`src/rtl/fp_special_resolver_pkg.sv`:
```
// -----------------------------------------------------------------------------
// fp_pkg
// Shared definitions for the FP special-operand resolver:
//   - binary32 / binary64 field widths (picked by the IS_DOUBLE parameter)
//   - op_mode encodings
//   - bit positions inside the 5-bit {NV, DZ, OF, UF, NX} flag vector
//   - the per-operand class vector produced by fp_classify
// -----------------------------------------------------------------------------
package fp_pkg;

    localparam int SP_EXP_W  = 8;
    localparam int SP_MANT_W = 23;
    localparam int DP_EXP_W  = 11;
    localparam int DP_MANT_W = 52;

    typedef enum logic [1:0] {
        FP_MUL = 2'b00,
        FP_DIV = 2'b01,
        FP_ADD = 2'b10,
        FP_SUB = 2'b11
    } fp_op_e;

    localparam int FLAG_NV = 4;
    localparam int FLAG_DZ = 3;
    localparam int FLAG_OF = 2;
    localparam int FLAG_UF = 1;
    localparam int FLAG_NX = 0;

    // finite covers zero, subnormal and normal encodings (exponent not all ones)
    typedef struct packed {
        logic nan;
        logic snan;
        logic inf;
        logic zero;
        logic finite;
    } fp_class_t;

endpackage

```
`src/rtl/fp_special_resolver_if.sv`:
```
// -----------------------------------------------------------------------------
// fp_special_resolver_if
// Bundles the operand-side and result-side handshakes plus the sticky flag
// controls of the special-operand resolver.
//   master : upstream producer / downstream consumer (drives operands,
//            out_ready, flags_clr)
//   slave  : the resolver itself
// -----------------------------------------------------------------------------
interface fp_special_resolver_if #(
    parameter int TOTAL_WIDTH = 32
);
    logic                   in_valid;
    logic                   in_ready;
    logic [TOTAL_WIDTH-1:0] op_a;
    logic [TOTAL_WIDTH-1:0] op_b;
    logic [1:0]             op_mode;
    logic                   out_valid;
    logic                   out_ready;
    logic                   out_special;
    logic [TOTAL_WIDTH-1:0] out_result;
    logic [4:0]             out_flags;
    logic [4:0]             sticky_flags;
    logic                   flags_clr;

    modport master (
        output in_valid, op_a, op_b, op_mode, out_ready, flags_clr,
        input  in_ready, out_valid, out_special, out_result, out_flags, sticky_flags
    );

    modport slave (
        input  in_valid, op_a, op_b, op_mode, out_ready, flags_clr,
        output in_ready, out_valid, out_special, out_result, out_flags, sticky_flags
    );
endinterface

```
`src/rtl/fp_special_resolver_classify.sv`:
```
// -----------------------------------------------------------------------------
// fp_classify
// Combinational class decode of one IEEE-754 operand (sign not needed).
//   i_op    : {exponent, fraction} of the operand
//   o_class : {nan, snan, inf, zero, finite}
// With DAZ != 0 every exponent-0 encoding (subnormals included) is a zero.
// -----------------------------------------------------------------------------
module fp_classify
    import fp_pkg::*;
#(
    parameter int EXP_WIDTH  = 8,
    parameter int MANT_WIDTH = 23,
    parameter int DAZ        = 0
) (
    input  logic [EXP_WIDTH+MANT_WIDTH-1:0] i_op,
    output fp_class_t                       o_class
);
    logic [EXP_WIDTH-1:0]  w_exp;
    logic [MANT_WIDTH-1:0] w_frac;
    logic                  w_expOnes;
    logic                  w_expZero;
    logic                  w_fracZero;

    assign w_exp      = i_op[EXP_WIDTH+MANT_WIDTH-1:MANT_WIDTH];
    assign w_frac     = i_op[MANT_WIDTH-1:0];
    assign w_expOnes  = &w_exp;
    assign w_expZero  = ~|w_exp;
    assign w_fracZero = ~|w_frac;

    // A signalling NaN is a NaN whose quiet bit (fraction MSB) is clear
    always_comb begin
        o_class.nan    = w_expOnes & ~w_fracZero;
        o_class.snan   = w_expOnes & ~w_fracZero & ~w_frac[MANT_WIDTH-1];
        o_class.inf    = w_expOnes & w_fracZero;
        o_class.zero   = w_expZero & (w_fracZero | (DAZ != 0));
        o_class.finite = ~w_expOnes;
    end
endmodule

```
`src/rtl/fp_special_resolver.sv`:
```
// -----------------------------------------------------------------------------
// fp_special_resolver
// Two-stage pipeline deciding whether an FP MUL/DIV/ADD/SUB result is fixed by
// special operands (NaN, Inf, zero, zero-addend passthrough).
//   clk, rst_n : clock, asynchronous active-low reset
//   bus        : fp_special_resolver_if.slave
//                in_valid/in_ready/op_a/op_b/op_mode   operand handshake
//                out_valid/out_ready/out_special/out_result/out_flags
//                sticky_flags/flags_clr                accumulated flags
// S1 registers the operand classes, effective signs, mode and raw operands.
// S2 registers the resolved result and flags.
// -----------------------------------------------------------------------------
module fp_special_resolver
    import fp_pkg::*;
#(
    parameter int IS_DOUBLE      = 0,
    parameter int EXP_WIDTH      = IS_DOUBLE ? DP_EXP_W : SP_EXP_W,
    parameter int MANT_WIDTH     = IS_DOUBLE ? DP_MANT_W : SP_MANT_W,
    parameter int TOTAL_WIDTH    = EXP_WIDTH + MANT_WIDTH + 1,
    parameter int CANON_NAN_SIGN = 1,
    parameter int DAZ            = 0
) (
    input logic                  clk,
    input logic                  rst_n,
    fp_special_resolver_if.slave bus
);
    localparam logic CANON_SIGN = (CANON_NAN_SIGN != 0);
    localparam logic [TOTAL_WIDTH-1:0] QUIET_BIT =
        {{(TOTAL_WIDTH-MANT_WIDTH){1'b0}}, 1'b1, {(MANT_WIDTH-1){1'b0}}};
    localparam logic [TOTAL_WIDTH-1:0] CANON_NAN =
        {CANON_SIGN, {EXP_WIDTH{1'b1}}, 1'b1, {(MANT_WIDTH-1){1'b0}}};

    logic                   w_s2Load;
    logic                   w_s1Load;
    fp_class_t              w_clsA;
    fp_class_t              w_clsB;
    logic                   w_signB;

    logic                   r_s1V;
    fp_class_t              r_s1ClsA;
    fp_class_t              r_s1ClsB;
    logic                   r_s1SignA;
    logic                   r_s1SignB;
    logic [1:0]             r_s1Mode;
    logic [TOTAL_WIDTH-1:0] r_s1OpA;
    logic [TOTAL_WIDTH-1:0] r_s1OpB;

    logic                   w_special;
    logic [TOTAL_WIDTH-1:0] w_result;
    logic [4:0]             w_flags;
    logic                   w_invalid;
    logic                   w_signX;

    logic                   r_s2V;
    logic                   r_special;
    logic [TOTAL_WIDTH-1:0] r_result;
    logic [4:0]             r_flags;
    logic [4:0]             r_sticky;

    assign w_s2Load     = ~r_s2V | bus.out_ready;
    assign w_s1Load     = ~r_s1V | w_s2Load;
    assign bus.in_ready = w_s1Load;

    // SUB is resolved as ADD with b's sign inverted
    assign w_signB = bus.op_b[TOTAL_WIDTH-1] ^ (bus.op_mode == FP_SUB);

    fp_classify #(.EXP_WIDTH(EXP_WIDTH), .MANT_WIDTH(MANT_WIDTH), .DAZ(DAZ)) u_classA (
        .i_op    (bus.op_a[TOTAL_WIDTH-2:0]),
        .o_class (w_clsA)
    );

    fp_classify #(.EXP_WIDTH(EXP_WIDTH), .MANT_WIDTH(MANT_WIDTH), .DAZ(DAZ)) u_classB (
        .i_op    (bus.op_b[TOTAL_WIDTH-2:0]),
        .o_class (w_clsB)
    );

    // Stage 1: capture the classified pair whenever the stage may advance
    always_ff @(posedge clk or negedge rst_n) begin
        if (!rst_n) begin
            r_s1V     <= 1'b0;
            r_s1ClsA  <= '0;
            r_s1ClsB  <= '0;
            r_s1SignA <= 1'b0;
            r_s1SignB <= 1'b0;
            r_s1Mode  <= '0;
            r_s1OpA   <= '0;
            r_s1OpB   <= '0;
        end else if (w_s1Load) begin
            r_s1V <= bus.in_valid;
            if (bus.in_valid) begin
                r_s1ClsA  <= w_clsA;
                r_s1ClsB  <= w_clsB;
                r_s1SignA <= bus.op_a[TOTAL_WIDTH-1];
                r_s1SignB <= w_signB;
                r_s1Mode  <= bus.op_mode;
                r_s1OpA   <= bus.op_a;
                r_s1OpB   <= bus.op_b;
            end
        end
    end

    assign w_signX = r_s1SignA ^ r_s1SignB;

    // Invalid operations that produce the canonical NaN
    always_comb begin
        w_invalid = 1'b0;
        case (r_s1Mode)
            FP_MUL:  w_invalid = (r_s1ClsA.inf & r_s1ClsB.zero) | (r_s1ClsA.zero & r_s1ClsB.inf);
            FP_DIV:  w_invalid = (r_s1ClsA.zero & r_s1ClsB.zero) | (r_s1ClsA.inf & r_s1ClsB.inf);
            default: w_invalid = r_s1ClsA.inf & r_s1ClsB.inf & (r_s1SignA != r_s1SignB);
        endcase
    end

    // Priority resolution: NaN propagation, invalid, MUL/DIV, ADD/SUB, else datapath
    always_comb begin
        w_special = 1'b0;
        w_result  = '0;
        w_flags   = '0;
        if (r_s1ClsA.nan | r_s1ClsB.nan) begin
            w_special        = 1'b1;
            w_result         = (r_s1ClsA.nan ? r_s1OpA : r_s1OpB) | QUIET_BIT;
            w_flags[FLAG_NV] = r_s1ClsA.snan | r_s1ClsB.snan;
        end else if (w_invalid) begin
            w_special        = 1'b1;
            w_result         = CANON_NAN;
            w_flags[FLAG_NV] = 1'b1;
        end else begin
            case (r_s1Mode)
                FP_MUL: begin
                    if (r_s1ClsA.inf | r_s1ClsB.inf) begin
                        w_special = 1'b1;
                        w_result  = {w_signX, {EXP_WIDTH{1'b1}}, {MANT_WIDTH{1'b0}}};
                    end else if (r_s1ClsA.zero | r_s1ClsB.zero) begin
                        w_special = 1'b1;
                        w_result  = {w_signX, {(TOTAL_WIDTH-1){1'b0}}};
                    end
                end
                FP_DIV: begin
                    if (r_s1ClsA.inf) begin
                        w_special = 1'b1;
                        w_result  = {w_signX, {EXP_WIDTH{1'b1}}, {MANT_WIDTH{1'b0}}};
                    end else if (r_s1ClsA.finite & ~r_s1ClsA.zero & r_s1ClsB.zero) begin
                        w_special        = 1'b1;
                        w_result         = {w_signX, {EXP_WIDTH{1'b1}}, {MANT_WIDTH{1'b0}}};
                        w_flags[FLAG_DZ] = 1'b1;
                    end else if (r_s1ClsA.zero | r_s1ClsB.inf) begin
                        w_special = 1'b1;
                        w_result  = {w_signX, {(TOTAL_WIDTH-1){1'b0}}};
                    end
                end
                default: begin
                    if (r_s1ClsA.inf) begin
                        w_special = 1'b1;
                        w_result  = {r_s1SignA, {EXP_WIDTH{1'b1}}, {MANT_WIDTH{1'b0}}};
                    end else if (r_s1ClsB.inf) begin
                        w_special = 1'b1;
                        w_result  = {r_s1SignB, {EXP_WIDTH{1'b1}}, {MANT_WIDTH{1'b0}}};
                    end else if (r_s1ClsA.zero & r_s1ClsB.zero) begin
                        w_special = 1'b1;
                        w_result  = {r_s1SignA & r_s1SignB, {(TOTAL_WIDTH-1){1'b0}}};
                    end else if (r_s1ClsA.zero) begin
                        w_special = 1'b1;
                        w_result  = {r_s1SignB, r_s1OpB[TOTAL_WIDTH-2:0]};
                    end else if (r_s1ClsB.zero) begin
                        w_special = 1'b1;
                        w_result  = r_s1OpA;
                    end
                end
            endcase
        end
    end

    // Stage 2: output register, held while the consumer stalls
    always_ff @(posedge clk or negedge rst_n) begin
        if (!rst_n) begin
            r_s2V     <= 1'b0;
            r_special <= 1'b0;
            r_result  <= '0;
            r_flags   <= '0;
        end else if (w_s2Load) begin
            r_s2V <= r_s1V;
            if (r_s1V) begin
                r_special <= w_special;
                r_result  <= w_result;
                r_flags   <= w_flags;
            end
        end
    end

    // Sticky flags accumulate on output handshakes; a clear wins over an update
    always_ff @(posedge clk or negedge rst_n) begin
        if (!rst_n) begin
            r_sticky <= '0;
        end else if (bus.flags_clr) begin
            r_sticky <= '0;
        end else if (r_s2V & bus.out_ready) begin
            r_sticky <= r_sticky | r_flags;
        end
    end

    assign bus.out_valid    = r_s2V;
    assign bus.out_special  = r_special;
    assign bus.out_result   = r_result;
    assign bus.out_flags    = r_flags;
    assign bus.sticky_flags = r_sticky;
endmodule

```
`src/flat_wrapper.sv`:
```
// flat-port wrapper written by rule: the top's interface ports become plain ports
module fp_special_resolver_flat import fp_pkg::*;
#(
    parameter int IS_DOUBLE      = 0,
    parameter int EXP_WIDTH      = IS_DOUBLE ? DP_EXP_W : SP_EXP_W,
    parameter int MANT_WIDTH     = IS_DOUBLE ? DP_MANT_W : SP_MANT_W,
    parameter int TOTAL_WIDTH    = EXP_WIDTH + MANT_WIDTH + 1,
    parameter int CANON_NAN_SIGN = 1,
    parameter int DAZ            = 0
)
  (clk, rst_n, bus_in_valid, bus_op_a, bus_op_b, bus_op_mode, bus_out_ready, bus_flags_clr, bus_in_ready, bus_out_valid, bus_out_special, bus_out_result, bus_out_flags, bus_sticky_flags);
  fp_special_resolver_if #(.TOTAL_WIDTH(TOTAL_WIDTH)) bus_i ();
  input logic clk;
  input logic rst_n;
  input wire logic [$bits(bus_i.in_valid)-1:0] bus_in_valid;
  input wire logic [$bits(bus_i.op_a)-1:0] bus_op_a;
  input wire logic [$bits(bus_i.op_b)-1:0] bus_op_b;
  input wire logic [$bits(bus_i.op_mode)-1:0] bus_op_mode;
  input wire logic [$bits(bus_i.out_ready)-1:0] bus_out_ready;
  input wire logic [$bits(bus_i.flags_clr)-1:0] bus_flags_clr;
  output wire logic [$bits(bus_i.in_ready)-1:0] bus_in_ready;
  output wire logic [$bits(bus_i.out_valid)-1:0] bus_out_valid;
  output wire logic [$bits(bus_i.out_special)-1:0] bus_out_special;
  output wire logic [$bits(bus_i.out_result)-1:0] bus_out_result;
  output wire logic [$bits(bus_i.out_flags)-1:0] bus_out_flags;
  output wire logic [$bits(bus_i.sticky_flags)-1:0] bus_sticky_flags;
  assign bus_i.in_valid = bus_in_valid;
  assign bus_i.op_a = bus_op_a;
  assign bus_i.op_b = bus_op_b;
  assign bus_i.op_mode = bus_op_mode;
  assign bus_i.out_ready = bus_out_ready;
  assign bus_i.flags_clr = bus_flags_clr;
  assign bus_in_ready = bus_i.in_ready;
  assign bus_out_valid = bus_i.out_valid;
  assign bus_out_special = bus_i.out_special;
  assign bus_out_result = bus_i.out_result;
  assign bus_out_flags = bus_i.out_flags;
  assign bus_sticky_flags = bus_i.sticky_flags;
  fp_special_resolver #(.IS_DOUBLE(IS_DOUBLE), .EXP_WIDTH(EXP_WIDTH), .MANT_WIDTH(MANT_WIDTH), .TOTAL_WIDTH(TOTAL_WIDTH), .CANON_NAN_SIGN(CANON_NAN_SIGN), .DAZ(DAZ)) u_core (.clk(clk), .rst_n(rst_n), .bus(bus_i));
endmodule
```
`config.mk`:
```
export PLATFORM = sky130hd
export DESIGN_NAME = fp_special_resolver_flat
export DESIGN_NICKNAME = d
export VERILOG_FILES = /design/src/rtl/fp_special_resolver_pkg.sv /design/src/rtl/fp_special_resolver_if.sv /design/src/rtl/fp_special_resolver_classify.sv /design/src/rtl/fp_special_resolver.sv /design/src/flat_wrapper.sv
export SDC_FILE = /design/constraint.sdc
export NUM_CORES = 1
export LEC_CHECK = 0
export CAP_MARGIN = 25
export CORE_UTILIZATION = 51
export CTS_CLUSTER_DIAMETER = 150
export DETAILED_ROUTE_END_ITERATION = 7
export GPL_TIMING_DRIVEN = 1
export HOLD_SLACK_MARGIN = 0.03
export PLACE_DENSITY_LB_ADDON = 0.15
export SYNTH_ARGS = -nofsm -noshare
export SYNTH_HDL_FRONTEND = slang
export SYNTH_SLANG_ARGS = --single-unit
```
`constraint.sdc`:
```
create_clock -name clk -period 2.3 [get_ports clk]
set_input_delay 0.46 -clock clk [delete_from_list [all_inputs] [get_ports clk]]
set_output_delay 0.46 -clock clk [all_outputs]
set_load 0.05 [all_outputs]
```
# --- Yosys cells after proc, flatten, opt, wreduce, memory -nomap -nowiden ---
# Cells that the tools add are included.
word_totals:
  reg_bits: 119
  out_inout_bits: 45
  wordCells: 109
classes:
  n_eq_ne: 3
  n_mux: 37
  n_bitwise: 35
  reduce_logical: 14
ops:
  columns: ["op", "n"]
  rows:
  - ["2-to-1 mux 32 bit", 13]
  - ["one-hot mux 32 bit (2 select lines)", 1]
  - ["OR reduction 23 bit", 2]
  - ["2-to-1 mux 1 bit", 19]
  - ["AND 1 bit", 17]
  - ["AND reduction 8 bit", 2]
  - ["OR reduction 8 bit", 2]
  - ["2-to-1 mux 5 bit", 2]
  - ["bitwise OR 1 bit", 9]
  - ["NOT 1 bit", 6]
  - ["bitwise OR 5 bit", 1]
  - ["zero test 1 bit", 4]
  - ["one-hot mux 1 bit (2 select lines)", 2]
  - ["AND reduction 2 bit", 2]
  - ["== test 2 x 1 -> 1 bit (second input constant)", 1]
  - ["== test 2 bit (second input constant)", 1]
  - ["zero test 2 bit", 1]
  - ["nonzero test 2 bit", 1]
  - ["bitwise XOR 1 bit", 2]
  - ["inequality test 1 bit", 1]

# --- Logic depth before layout (Yosys ltp) ---
depth:
  depth_word: 8
  mapped_depth: 6

# --- By module ---
# From an unflattened synthesis, not the netlist that was laid out.
hier_totals:
  cells_unflattened: 463
  area_unflattened_um2: 5460.2
by_module_without_submodules:
  columns: ["mod", "instances", "cells_each", "area_each_um2", "seq_area_each_um2"]
  rows:
  - ["fp_special_resolver", 1, 423, 5182.5, 2877.8]
  - ["fp_classify", 2, 20, 138.9, 0.0]

# --- Worst setup path after synthesis ---
# OpenSTA, ideal clock, no wires.
synth_path:
  kind: "flip-flop to flip-flop"
  from: "register u_core.r_s2V, in the netlist u_core.bus.out_valid"
  to: "register u_core.r_s1ClsA[1] in the netlist's numbering"
  setup_ps: 136
  arrival_ps: 2197
  required_time_ps: 2164
  setup_slack_ps: -33
  path_stages_with_launch: 6
  period_less_slack_ps: 2333
  path_cell_list: "dfrtp_1 > nand3b_1 > nand2_1 > buf_2 > clkbuf_1 > o21ai_0"
synth_between:
  elab_chain_cells: 4
synth_rtl:
  columns: ["item", "line", "source"]
  rows:
  - ["from (decl)", "fp_special_resolver.sv:54", "logic r_s2V;"]
  - ["from (signal assigned)", "fp_special_resolver.sv:181", "r_s2V <= r_s1V;"]
  - ["NOT 1 bit", "fp_special_resolver.sv:60", "assign w_s2Load = ~r_s2V | bus.out_ready;"]
  - ["bitwise OR 1 bit", "fp_special_resolver.sv:60", null]
  - ["bitwise OR 1 bit", "fp_special_resolver.sv:61", "assign w_s1Load = ~r_s1V | w_s2Load;"]
  - ["via bus_in_ready", "flat_wrapper.sv:21", "output wire logic [$bits(bus_i.in_ready)-1:0] bus_in_ready;"]
  - ["AND reduction 2 bit (no source line)", null, null]
  - ["to (signal assigned)", "fp_special_resolver.sv:91", "r_s1ClsA <= w_clsA;"]
  - ["to (decl)", "fp_special_resolver.sv:40", "fp_class_t r_s1ClsA;"]
# The timed path passes the listed nets, and every way through them passes these cells.
# A chain may end at the register's enable or synchronous reset.

# --- Worst setup path in the final report ---
layout_path:
  from: "register u_core.r_s2V, in the netlist u_core.bus.out_valid"
  to: "output port bus_out_valid"
layout_rtl:
  columns: ["item", "line", "source"]
  rows:
  - ["to (decl)", "flat_wrapper.sv:22", "output wire logic [$bits(bus_i.out_valid)-1:0] bus_out_valid;"]
# No word-level cell between the ends.

==> results.txt <==
----------------------------------------------------
[Critical path]
  Maximum cell stage delay along the critical path ... 0.81 ns
  Data arrival, critical path ... approximately 1.7 ns
  Cells traversed along the worst timing path ... clkdlybuf4s50_1
  Worst EP required ... 1.84 ns
  Origin of the worst setup path ... u_core.bus.out_valid
  Worst Setup Path Type ... reg -> out
  Family of cells with the greatest summed delay on the critical path ... buffers and inverters
  CP startpoint kind ... flop
  Number of buffers and inverters on the critical path ... 1
  Slowest cell on crit path ... sky130_fd_sc_hd__clkdlybuf4s50_1
  Beginning of the worst register-to-register path ... u_core.r_s1ClsA[2]
  Crit-path max FO ... 5
  Critical Path Sink Type ... primary output

[Timing]
  RSZ-0062 raised after global routing ... false
  Max-slew headroom at the worst pin ... 0.4877
  Min Tclk post-route ... 2.181 ns
  Clk_skew ... 0.01174 ns
  Setup slack after layout ... 0.1186 ns
  Total negative slack for setup checks ... 0 ns
  Transition at the pin with the smallest max-transition slack ... ~0.77 ns
  Number of max-slew violations in the final report ... 0
  Final count of hold timing violations ... 0
  Maximum clock frequency ... 0.4584 GHz
  Portion of the clock cycle consumed by the worst path in the final layout ... 0.9484
  Final setup viols ... 0

[Place]
  HPWL Detailed ... 9549 um
  Final estimated routing congestion in global placement ... around 0.85
  Number of buffers added on ports ... around 110
  Worst-case setup slack after placement ... 0.03888 ns

[Route]
  Drt drc ... 0
  Number of vias per cell after detailed routing ... 6.109
  Routed via count ... about 4,500
  First-iteration detailed-routing DRC count ... 282
  Post-detailed-route count of antenna-violating nets ... 0
  Total Wirelength ... 14,260 um
  Number of detailed-routing iterations run before antenna repair ... 6
  Routed wire per std cell ... 19.43 um

[Clock tree]
  Root buffer selected by CTS ... sky130_fd_sc_hd__clkbuf_8
  Clock tree from TritonCTS ... built
  Source-to-sink clock delay at the later pin of the worst-skew pair ... 0.51 ns
  Total setup buffers inserted after CTS ... 0
  Register clock-pin slew on the reported worst setup and hold paths ... ~0.06 ns
  PostCTS Resize Cnt ... 0
  Clock Sink Count ... 115
  Level count of the clock H-tree ... 4
  Total clock buffers created by CTS ... 17
  Number of buffers between clock root and the deepest sink ... 2
  Post-CTS Hold Fix Bufs ... 1

[Cells and area]
  Final antenna diode count ... 0
  Final net count ... 657
  Area growth from synthesis to final layout ... 35.12%
  Area used by multi-input combinational logic ... 0.002328 mm^2
  Final-layout fill cell count ... 757
  Share of layout cells above drive strength 1 ... 0.2107
  Area used by sequential logic in the layout ... ~0.0029 mm^2
  Leading cell type in the layout, fill and taps excluded ... sky130_fd_sc_hd__dfrtp_1
  Commonest non-fill, non-tap cells in the layout ... 114 x sky130_fd_sc_hd__dfrtp_1, 107 x sky130_fd_sc_hd__clkdlybuf4s50_1, 66 x sky130_fd_sc_hd__mux2_2, 33 x sky130_fd_sc_hd__nor2_1

[Floorplanning]
  Ports ... between 100 and 150
  Std-Cell Core Area ... between 0.01 and 0.015 mm^2
  Die Span X ... 104.8 um
  Rows ... 37
  Die boundary height ... 104.8 um
  Full die area ... 0.01099 mm^2
  Starting density of the core ... 0.5248

[Synth]
  Mean Syn Cell Area ... between 10 and 15 um^2
  Post-synth design cell area ... 0.005394 mm^2
  EDFF count, synth ... 0
  Post-synth cell types ... 47
  Most used DFF post-synth ... sky130_fd_sc_hd__dfrtp_1
  Flops & latches, synth ... 115
  Share of synthesized flip-flops with an asynchronous set or reset ... 1.000
  Synthesized instance count ... 471
  Yosys warnings ... 0
  Portion of the post-synthesis area used by sequential elements ... 0.5335

[Global route]
  Pin count of the biggest net entering global routing ... 46
  Global router's overall resource usage ... 0.2767
  Vias in the first global route ... 4,756
  Global-route congestion overflow total ... 0
  Initial antenna violation count ... 0
  Wire length of the first global-routing pass ... between 20,000 and 25,000 um

[Power and ir drop]
  Max VDD drop ... ~0.00052 V
  Power per cell area ... ~880 mW/mm^2
  Static Leakage ... 2.940 nW
  Final Total Pwr ... 0.006410 W

[Min path]
  Path class of the lowest-slack min-delay path ... in -> async

[Run]
  Count of max-cap constraint violations ... 0

[Status]
  Run status ... completed

----------------------------------------------------
cell usage after synthesis (7+ instances only):
master | instances | area [um^2]
sky130_fd_sc_hd__a221oi_1 | 23 | 201.4
sky130_fd_sc_hd__nor2b_1 | 9 | 56.30
sky130_fd_sc_hd__buf_4 | 7 | 52.55
sky130_fd_sc_hd__nand2_1 | 21 | 78.83
sky130_fd_sc_hd__nor2_1 | 33 | 123.9
sky130_fd_sc_hd__o22a_1 | 7 | 61.31
sky130_fd_sc_hd__nand4_1 | 7 | 43.79
sky130_fd_sc_hd__nor4_1 | 14 | 87.58
sky130_fd_sc_hd__clkbuf_1 | 16 | 60.06
sky130_fd_sc_hd__a21oi_1 | 22 | 110.1
sky130_fd_sc_hd__o22ai_1 | 22 | 137.6
sky130_fd_sc_hd__a22oi_1 | 23 | 172.7
sky130_fd_sc_hd__nor3_1 | 7 | 35.03
sky130_fd_sc_hd__a221o_1 | 7 | 70.07
sky130_fd_sc_hd__buf_2 | 13 | 65.06
sky130_fd_sc_hd__o21ai_0 | 10 | 50.05
sky130_fd_sc_hd__mux2_2 | 66 | 743.2
sky130_fd_sc_hd__dfrtp_1 | 115 | 2878
where the power goes:
part           switching, W  internal (W)  total [W]  leakage [nW]
clock              0.000962       0.00166    0.00262         0.279
sequential         0.000218       0.00229    0.00251          1.38
combinational      0.000710      0.000565    0.00128          1.28
cell type report:
cell class	instances	area share
Timing Repair Buffer	130	0.1779
Tap cell	136	0.02335
Sequential cell	115	0.3950
Clock inverter	14	0.02438
Inverter	5	0.002575
Multi-Input combinational cell	316	0.3195
Clock buffer	18	0.05734
metal layers:
layer	part of all wire	wire (um)	GRT usage	up-vias
met4	0.022	317	0.1097	0
met3	0.060	857	0.07299	28
met5	0	0	0	-
met1	0.41	5883	0.3403	2248
li1	-	-	-	2020
met2	0.51	7205	0.4650	188
final timing paths:
kind / to / slack, ns / cells after the start
max: bus_out_valid / 0.12 / 1
min: u_core.bus.sticky_flags[3] / 0.50 / 2
max reg2reg: u_core.bus.out_result[29] / 0.41 / 5
min reg2reg: u_core.bus.out_result[23] / 0.50 / 1
max in group asynchronous: u_core.bus.out_flags[3] / 1.09 / 3
min in group clk: u_core.bus.sticky_flags[4] / 0.50 / 2
flip-flops by register name, summed over array words and instances (netlist names):
register / flops
u_core.bus.out_flags: 2
u_core.bus.out_result: 32
u_core.bus.out_special: 1
u_core.bus.out_valid: 1
u_core.bus.sticky_flags: 2
u_core.r_s1ClsA: 5
u_core.r_s1ClsB: 4
u_core.r_s1Mode: 2
u_core.r_s1OpA: 32
u_core.r_s1OpB: 32
u_core.r_s1SignB: 1
u_core.r_s1V: 1
cell families (layout without fill, tap and decap cells):
family	Yosys count	after routing	share of synthesized area
mux	68	68	0.1415
simple gates	108	108	0.09905
compound gates	132	132	0.1821
buf+inv	45	167	0.03920
flops	115	115	0.5335
fa+ha+maj	1	1	0.002319
other cells	1	6	0.0006952
xor+xnor	1	1	0.001624
per-stage QoR:
stage | utilization | instances | instance area (um^2) | hold WS [ns]
after floorplan | - | 476 | 5414 | 0.1644
final | 0.7092 | 734 | 7288 | 0.5000
after CTS | 0.7092 | 734 | 7288 | 0.4960
after detailed placement | 0.6502 | 701 | 6683 | 0.4771
after global placement | 0.6502 | 701 | 6683 | 0.4726
after global routing | 0.7092 | 734 | 7288 | 0.5182
No activity file was read; power rests on OpenSTA's default activity.
